### src/rtl/shared_add_pkg.sv
// shared_add_pkg: state encoding, nibble width and nibble-count helper for the shared adder scheduler
package shared_add_pkg;
  typedef enum logic [1:0] {IDLE, ADD, DONE} state_t;
  localparam int NIBBLE_W = 4;
  function automatic int nib_count(input int width);
    return width / NIBBLE_W;
  endfunction
endpackage

### src/rtl/shared_adder_sched_nibble_adder.sv
// nibble_adder: combinational 4-bit ripple adder with carry in/out
module nibble_adder
  import shared_add_pkg::*;
(
  input  logic [NIBBLE_W-1:0] a,
  input  logic [NIBBLE_W-1:0] b,
  input  logic                cin,
  output logic [NIBBLE_W-1:0] sum,
  output logic                cout
);
  assign {cout, sum} = a + b + cin;
endmodule

### src/rtl/shared_adder_sched.sv
// shared_adder_sched: round-robin two-requester scheduler around one time-shared nibble adder
module shared_adder_sched
  import shared_add_pkg::*;
#(
  parameter int WIDTH = 16
) (
  input  logic             clk,
  input  logic             rst_n,
  input  logic             req0_valid,
  output logic             req0_ready,
  input  logic [WIDTH-1:0] req0_a,
  input  logic [WIDTH-1:0] req0_b,
  input  logic             req0_cin,
  input  logic             req1_valid,
  output logic             req1_ready,
  input  logic [WIDTH-1:0] req1_a,
  input  logic [WIDTH-1:0] req1_b,
  input  logic             req1_cin,
  output logic             rsp_valid,
  input  logic             rsp_ready,
  output logic             rsp_id,
  output logic [WIDTH-1:0] rsp_sum,
  output logic             rsp_cout,
  output logic             busy
);
  localparam int NIB = nib_count(WIDTH);
  localparam int CW = NIB > 1 ? $clog2(NIB) : 1;
  if (WIDTH % NIBBLE_W != 0 || WIDTH < NIBBLE_W) begin : g_bad_width
    $error("shared_adder_sched: WIDTH must be a positive multiple of 4");
  end
  state_t state, state_nx;
  logic ptr, id, carry, grant0, grant1, last, nib_cout;
  logic [CW-1:0] cnt;
  logic [WIDTH-1:0] op_a, op_b, sum;
  logic [NIBBLE_W-1:0] nib_sum;
  assign grant1 = req1_valid && (!req0_valid || ptr);
  assign grant0 = req0_valid && !grant1;
  assign req0_ready = rst_n && state == IDLE && grant0;
  assign req1_ready = rst_n && state == IDLE && grant1;
  assign last = cnt == CW'(NIB - 1);
  nibble_adder u_nib (
    .a   (op_a[int'(cnt)*NIBBLE_W +: NIBBLE_W]),
    .b   (op_b[int'(cnt)*NIBBLE_W +: NIBBLE_W]),
    .cin (carry),
    .sum (nib_sum),
    .cout(nib_cout)
  );
  always_ff @(posedge clk or negedge rst_n)
    if (!rst_n) state <= IDLE;
    else state <= state_nx;
  always_comb begin
    state_nx = state;
    state_nx = state == IDLE ? ((grant0 || grant1) ? ADD : IDLE) :
               state == ADD  ? (last ? DONE : ADD) :
               (rsp_ready ? IDLE : DONE);
  end
  always_ff @(posedge clk or negedge rst_n)
    if (!rst_n) begin
      ptr   <= 1'b0;
      id    <= 1'b0;
      carry <= 1'b0;
      cnt   <= '0;
      op_a  <= '0;
      op_b  <= '0;
      sum   <= '0;
    end else if (state == IDLE && (grant0 || grant1)) begin
      op_a  <= grant1 ? req1_a : req0_a;
      op_b  <= grant1 ? req1_b : req0_b;
      carry <= grant1 ? req1_cin : req0_cin;
      id    <= grant1;
      cnt   <= '0;
      sum   <= '0;
    end else if (state == ADD) begin
      sum[int'(cnt)*NIBBLE_W +: NIBBLE_W] <= nib_sum;
      carry <= nib_cout;
      cnt   <= cnt + 1'b1;
    end else if (state == DONE && rsp_ready) begin
      ptr <= !id;
    end
  assign rsp_valid = state == DONE;
  assign busy      = state != IDLE;
  assign rsp_sum   = sum;
  assign rsp_cout  = carry;
  assign rsp_id    = id;
endmodule
### config.mk
export PLATFORM = sky130hd
export DESIGN_NAME = shared_adder_sched
export DESIGN_NICKNAME = d
export VERILOG_FILES = /design/src/rtl/shared_add_pkg.sv /design/src/rtl/shared_adder_sched_nibble_adder.sv /design/src/rtl/shared_adder_sched.sv
export SDC_FILE = /design/constraint.sdc
export NUM_CORES = 1
export LEC_CHECK = 0
export BUFFER_PORTS_ARGS = -buffer_cell sky130_fd_sc_hd__clkbuf_2
export CAP_MARGIN = 20
export CORE_AREA = 2 2 78 80
export CTS_CLUSTER_DIAMETER = 60
export CTS_CLUSTER_SIZE = 10
export DETAILED_ROUTE_END_ITERATION = 6
export DIE_AREA = 0 0 80 82
export GPL_TIMING_DRIVEN = 0
export PLACE_DENSITY = 0.83
export SLEW_MARGIN = 20
export SYNTH_ARGS = -nofsm -noshare
export SYNTH_HDL_FRONTEND = slang
export SYNTH_HIERARCHICAL = 1
export SYNTH_SLANG_ARGS = --single-unit
### constraint.sdc
create_clock -name clk -period 9.3 [get_ports clk]
set_clock_uncertainty 0.05 [all_clocks]
set_input_delay 0.465 -clock clk [delete_from_list [all_inputs] [get_ports clk]]
set_output_delay 0.465 -clock clk [all_outputs]
set_load 0.03 [all_outputs]
==> metrics.md, run 1 <==
| Metric | Value |
|---|---|
| Drt first-iter violations | ~190 |
| Peak Freq | 304 MHz |
| GR Util All Layers | about a quarter |
| Nets in the synthesized netlist | ~400 |
| Worst Setup Slack, final | ~6000 ps |
| Number of antenna violations at the first check in global routing | 0 |
| Worst flop-to-flop path endpoint | rsp_cout |
| Chip Width | 80 um |
| # setup viols final | 0 |
| Post-synthesis instance area | roughly 3100 um2 |
| Clock latency of the later-clocked register in the worst-skew pair | ~310 ps |
| Count of nets left with antenna violations after detail routing | 0 |
| Worst Reg-to-Reg Cells | 11 |
| Gate Count Post-Synth | around 320 |
| Leading register cell type out of synthesis | dfrtp_1 |
| Share of layout cells above drive strength 1 | between 20 and 30% |
| Flip-flop and latch count after synthesis | 55 |
| Detailed Place HPWL | 6030 um |
| Std-Cell Rows | 28 |
| Minimum setup slack after placement | 6000 ps |
| Clock-pin transition on the worst setup and hold timing paths | ~100 ps |
| Final nets | 500 |
| Post-cts hold buffer count | 0 |
| Number of buffers added on ports | around 90 |
| Inserted Clock Buffers | 5 |
| Drt first pass iters | 5 |
| Floorplan die height | roughly 80 um |
| Count of flip-flops with a built-in enable after synthesis | 0 |
| Unrepaired setup endpoints after global routing | no |
| Resized Gates After CTS | 0 |
| Power per standard cell area | 378 nW/um2 |
| Area contributors post-synth | dfrtp_1 44%, a21oi_1 6.6%, nand3_1 6.6% |
| Overall via count from detail_route | 2883 |
| Maximum buffer depth of the clock tree | 2 |
| Number of I/O pins | 93 |
| Class of the tightest hold or removal check | in2async |
| Setup Crit Path Kind | reg2reg |
| Clock root buffer master | clkbuf_8 |
| Period utilisation layout | 35.4% |
| Summed negative setup slack over all endpoints | 0 ps |
| Routability congestion estimate from global placement | between 0.9 and 1 |
| Core Footprint | between 5000 and 6000 um2 |
| Async SR Flop Fraction | 100% |
| Total Die Area | 6560 um2 |
| Final global-route overflow total | 0 |
| R2r startpoint | cnt[0] |
| Maximum number of pins on one net before global-route repair | between 50 and 60 |
| Post-Synthesis Mean Instance Area | approximately 9.6 um2 |
| Slew HR | 51.5% |
| Area delta synth->final | 22.1% |
| Worst voltage drop across the vdd grid | about 220 uV |
| Result of the run | complete, no violations |
| Required time of the worst setup path | around 9400 ps |
| Final critical path time including I/O delays and setup | 3290 ps |
| Worst reg-to-reg setup slack | 6010 ps |
| Leading area contributor after synthesis | dfrtp_1 |
| Arrival time at the worst endpoint | around 3400 ps |
| Count of unique library cells instantiated by Yosys | 35 |
| Slew at the pin with the worst max-slew slack | approximately 730 ps |
| Post-route DRC violation count | 0 |
| Endpoint of the worst setup timing path | rsp_cout |
| CTS tree | built |
| Wire length per cell after detailed routing | roughly 16 um |
| Yosys warnings | 6 |
| Worst setup EP type | register |
| Number of global-route vias before repair | around 2700 |
| Most numerous cell types in the synthesized netlist | 55 x dfrtp_1, 41 x a21oi_1, 41 x nand3_1 |
| Via count normalized by instance count | between 5 and 6 |
| Max-slew violations | 0 |
| Total of max-cap violations | 0 |
| Diodes inserted | 0 |
| Final Routed Wirelength | 7780 um |
| Proportion of synthesized chip area in sequential cells | between 40 and 50% |
| Initial core utilization | a little over half |
| Leakage power summed over all cells | 1.72 nW |
| First-pass GRT wire length | about 12000 um |
| Post-synth top area share | around 44% |
| Number of clock sinks | 55 |
| Setup Buffers After CTS | 0 |
| Worst setup path startpoint | cnt[0] |
| Number of levels the H-tree was split into | 2 |
| Critical path fanouts, max | 10 |
| Number of hold-slack violations in the final timing report | 0 |
| Most frequently used cell type in the post-synthesis netlist | dfrtp_1 |
| Type of element launching the critical path | register |
[worst min-delay path by stage]
| stage | depth (start not counted) | endpoint | from |
|---|---|---|---|
| 6_report | 1 | rsp_sum[10] | rst_n |
| 5_1_grt | 1 | rsp_sum[9] | rst_n |
| 4_1_cts | 1 | rsp_sum[11] | rst_n |
| 3_5_place_dp | 1 | rsp_sum[5] | rsp_sum[5] |
| 3_3_place_gp | 1 | rsp_sum[4] | rsp_sum[4] |
| 2_1_floorplan | 0 | cnt[0] | rst_n |
[layout by cell type (no fill, tap or decap), types with 2 or more instances in the layout]
| cell type | netlist | layout |
|---|---|---|
| o21ai_0 | 35 | 35 |
| mux4_2 | 8 | 8 |
| fa_1 | 2 | 2 |
| ha_1 | 8 | 8 |
| and3b_1 | 3 | 3 |
| dfrtp_1 | 55 | 55 |
| clkbuf_1 | 20 | 21 |
| buf_6 | 6 | 6 |
| nand3_1 | 41 | 41 |
| xnor2_1 | 2 | 2 |
| nand2b_1 | 6 | 6 |
| nor2b_1 | 4 | 4 |
| and3_1 | 2 | 2 |
| a21oi_1 | 41 | 41 |
| clkbuf_8 | 0 | 5 |
| clkbuf_2 | 0 | 90 |
| nand2_1 | 10 | 10 |
| bufinv_16 | 0 | 2 |
| nand3b_1 | 5 | 5 |
| inv_1 | 8 | 8 |
| nor2_1 | 5 | 5 |
| buf_2 | 4 | 4 |
| a31oi_1 | 32 | 32 |
| a22o_1 | 10 | 10 |
[critical path, cell delays in order (launching register included)]
cell	delay (ps)
dfrtp_1	560
buf_2	350
mux4_2	590
fa_1	460
inv_1	80
fa_1	200
nor2b_1	50
o21ai_0	150
nand2b_1	80
or3b_2	430
o211ai_1	110
a31oi_1	60
[sequential cells by signal, indices dropped and copies added (netlist names)]
name,cells
rsp_id,1
op_b,16
rsp_cout,1
op_a,16
rsp_sum,16
ptr,1
state,2
cnt,2
[per-stage QoR]
step	cells	utilization [%]	hold slack (ps)	cell area [um2]	power (mW)
finish	495	65.7	187	3780	1.43
global route	495	65.7	244	3780	1.53
CTS	495	65.7	208	3780	1.43
detailed placement	487	63.4	437	3640	1.25
global placement	487	63.4	436	3640	1.22
floorplan	321	-	119	3090	1.01
[power by group]
group          internal, mW  leakage [nW]  switching [mW]
registers             0.352         0.661          0.0788
clock network         0.108        0.0654          0.0759
logic                 0.327         0.992           0.488
[per-layer routing]
metal	up-vias	track usage (%)	share of wire (%)
li1	1388	-	-
met4	0	6.95	1.0
met5	-	0	0
met1	1350	31.6	42
met3	11	4.73	7.3
met2	134	41.8	49
[cell families (layout without fill, tap and decap cells)]
logic type / count (synthesis) / after routing / synth area share, %
flip-flops: 55 / 55 / 44.5
adder cells (fa/ha/maj): 10 / 10 / 4.53
XOR/XNOR: 2 / 2 / 0.566
AND/OR/NAND/NOR: 82 / 82 / 14.4
AO/OA/AOI/OAI: 123 / 123 / 23.1
multiplexers: 10 / 10 / 6.51
buffers and inverters: 39 / 138 / 6.35
[final cells by class]
class	instances	area (um2)
fill	468	1970
timing repair buffer	91	458
inverter	8	30.0
clock inverter	2	60.1
clock buffer	6	72.6
buffer	31	166
tap	75	93.8
sequential	55	1380
multi-input combinational	227	1520
Power figures use the tool's default switching activity.
==> run 2, diff against run 1 <==
- CORE_AREA: 2 2 78 80 -> 2 2 85 87
- DIE_AREA: 0 0 80 82 -> 0 0 87 89
- PLACE_DENSITY: 0.83 -> 0.74
- clock period: 9.3 -> 2.9 ns (I/O delays scaled with it)
==> metrics.md, run 2 (synthesized netlist as in run 1, its figures left out) <==
| Metric | Value |
|---|---|
| Result of the run | complete, no violations |
| Final Cell Area | 3830 um2 (+1.5%) |
| Number of global-route vias before repair | 2731 (+1.3%) |
| Summed negative setup slack over all endpoints | 0 ps (unchanged) |
| Number of clock sinks | 55 (unchanged) |
| Clock root buffer master | clkbuf_8 |
| Arrival time at the worst endpoint | 2960 ps (-480 ps) |
| Count of nets left with antenna violations after detail routing | 0 (unchanged) |
| Inserted Clock Buffers | 5 (unchanged) |
| Area delta synth->final | 23.9% |
| Clock latency of the later-clocked register in the worst-skew pair | 310 ps (about the same) |
| Wire length per cell after detailed routing | 16.1 um (+2.7%) |
| Maximum number of pins on one net before global-route repair | 58 (unchanged) |
| Peak Freq | 355 MHz (+17%) |
| Total Die Area | 7740 um2 (+18%) |
| Buffers plus inverters on the worst setup path | 2 (unchanged) |
| R2r startpoint | cnt[0] |
| Slowest cell on the critical path | mux4_2 |
| Core Footprint | 6720 um2 (+17%) |
| Final critical path time including I/O delays and setup | 2820 ps (-478 ps) |
| Required time of the worst setup path | 3040 ps (-6400 ps) |
| Number of antenna violations at the first check in global routing | 0 (unchanged) |
| GR Util All Layers | 21.8% (-2.5 points) |
| Detailed Place HPWL | 6210 um (+3.1%) |
| Instance count along the most critical hold path | 3 |
| Overall via count from detail_route | 2859 (-0.83%) |
| Largest stage delay on the critical path | 530 ps (-60 ps) |
| Final nets | 503 (+0.60%) |
| Most common cell after layout, fill and taps aside | clkbuf_2 |
| Chip Width | 87 um (+8.8%) |
| Share of layout cells above drive strength 1 | 29.8% (+0.98 points) |
| Worst voltage drop across the vdd grid | 591 uV (+170%) |
| Slew at the pin with the worst max-slew slack | 755 ps (+27.7 ps) |
| Critical path fanouts, max | 10 (unchanged) |
| Maximum buffer depth of the clock tree | 2 (unchanged) |
| Number of hold-slack violations in the final timing report | 0 (unchanged) |
| Total of max-cap violations | 0 (unchanged) |
| Via count normalized by instance count | 5.68 (-2.4%) |
| Hold Crit Start | req0_a[8] |
| Final global-route overflow total | 0 (unchanged) |
| Diodes inserted | 0 (unchanged) |
| Slew HR | 49.6% (-1.8 points) |
| Area after DPL | 3650 um2 (+0.24%) |
| Initial core utilization | 46.0% (-7.8 points) |
| Max-slew violations | 0 (unchanged) |
| Floorplan die height | 89 um (+8.5%) |
| Post-route DRC violation count | 0 (unchanged) |
| Leakage power summed over all cells | 1.74 nW (+1.1%) |
| Std-Cell Rows | 30 (+7.1%) |
| # setup viols final | 0 (unchanged) |
| Period utilisation layout | 97.1% (+62 points) |
| First-pass GRT wire length | 13000 um (+5.8%) |
| Unrepaired setup endpoints after global routing | no |
| Setup Crit Path Kind | reg2reg |
| Worst setup EP type | register |
| Drt first-iter violations | 173 (-8.5%) |
| Worst Reg-to-Reg Cells | 11 (unchanged) |
| Number of buffers added on ports | 91 (unchanged) |
| Crit-path cells | buf_12 > mux4_2 > fa_2 > inv_1 > fa_2 > nor2b_1 > o21ai_1 > nand2b_1 > or3b_2 > o211ai_1 > a31oi_1 |
| Type of element launching the critical path | register |
| Commonest non-fill, non-tap cells in the layout | 91 x clkbuf_2, 54 x dfrtp_1, 41 x a21oi_1, 41 x nand3_1, 34 x o21ai_0 |
| Routability congestion estimate from global placement | 0.859 (-5.0%) |
| Number of I/O pins | 93 (unchanged) |
| CP Depth | 11 (unchanged) |
| Worst setup path startpoint | cnt[0] |
| CTS tree | built |
| Drt first pass iters | 4 (-1) |
| Clock-pin transition on the worst setup and hold timing paths | 90 ps (about the same) |
| Kind of cell adding the most delay to the critical path | adder cells |
| Power per standard cell area | 1230 nW/um2 (+220%) |
| Most repeated library cell on the critical path | fa_2 |
| Number of levels the H-tree was split into | 2 (unchanged) |
| Final Routed Wirelength | 8120 um (+4.4%) |
| Fin util | 57.1% (-8.7 points) |
| Class of the tightest hold or removal check | in2reg |
==> run 2: final timing paths <==
path	slack, ps	to
setup / recovery	80	rsp_cout
hold / removal	30	op_a[8]
setup reg to reg	80	rsp_cout
hold reg to reg	450	ptr
max in group asynchronous	1860	cnt[0]
min in group asynchronous	400	rsp_sum[2]
==> run 2: metal layers <==
layer / part of all wire, % / vias to the layer above / GRT usage (%)
met1: 44 / 1338 / 29.6
li1: - / 1386 / -
met4: 0.89 / 0 / 5.11
met3: 7.5 / 8 / 3.97
met2: 48 / 127 / 36.5
met5: 0 / - / 0
==> run 2: power by group <==
part	switching, mW	internal, mW
clock	0.250	0.345
combinational	1.64	1.11
sequential	0.231	1.13
==> run 2: repair_timing <==
action | in CTS | in global routing
gates resized for setup | 4 | 4
buffers inserted | 1 | 0
setup endpoints to repair | 1 | 1
pin swaps | 0 | 0
gates cloned | 0 | 0
endpoints found under the hold margin | 56 | 0
hold buffers | 2 | 0
==> run 2: final cells by class <==
cell class	instances	area, um2
plain buffers	31	183
clock buffers	6	72.6
clock inverters	2	60.1
fillers	601	2890
inverters	8	30.0
multi-input cells	227	1530
flip-flops and latches	55	1380
well taps	80	100
repair buffers	94	485
==> run 2: worst min-delay path, delay by kind of cell <==
family          cells  cell delay [ps]
compound gates      2              140
buf+inv             1               80
==> run 2: through the flow <==
| stage | hold WS, ps | power [mW] | cells | worst slack [ps] |
|---|---|---|---|---|
| 5_1_grt | 40.9 | 5.01 | 503 | 15.3 |
| 3_5_place_dp | 234 | 4.03 | 492 | -330 |
| 2_1_floorplan | -201 | 3.26 | 321 | 36.7 |
| 6_report | 30.2 | 4.70 | 503 | 83.8 |
| 4_1_cts | 24.2 | 4.65 | 503 | 14.5 |
| 3_3_place_gp | 308 | 3.95 | 492 | -259 |
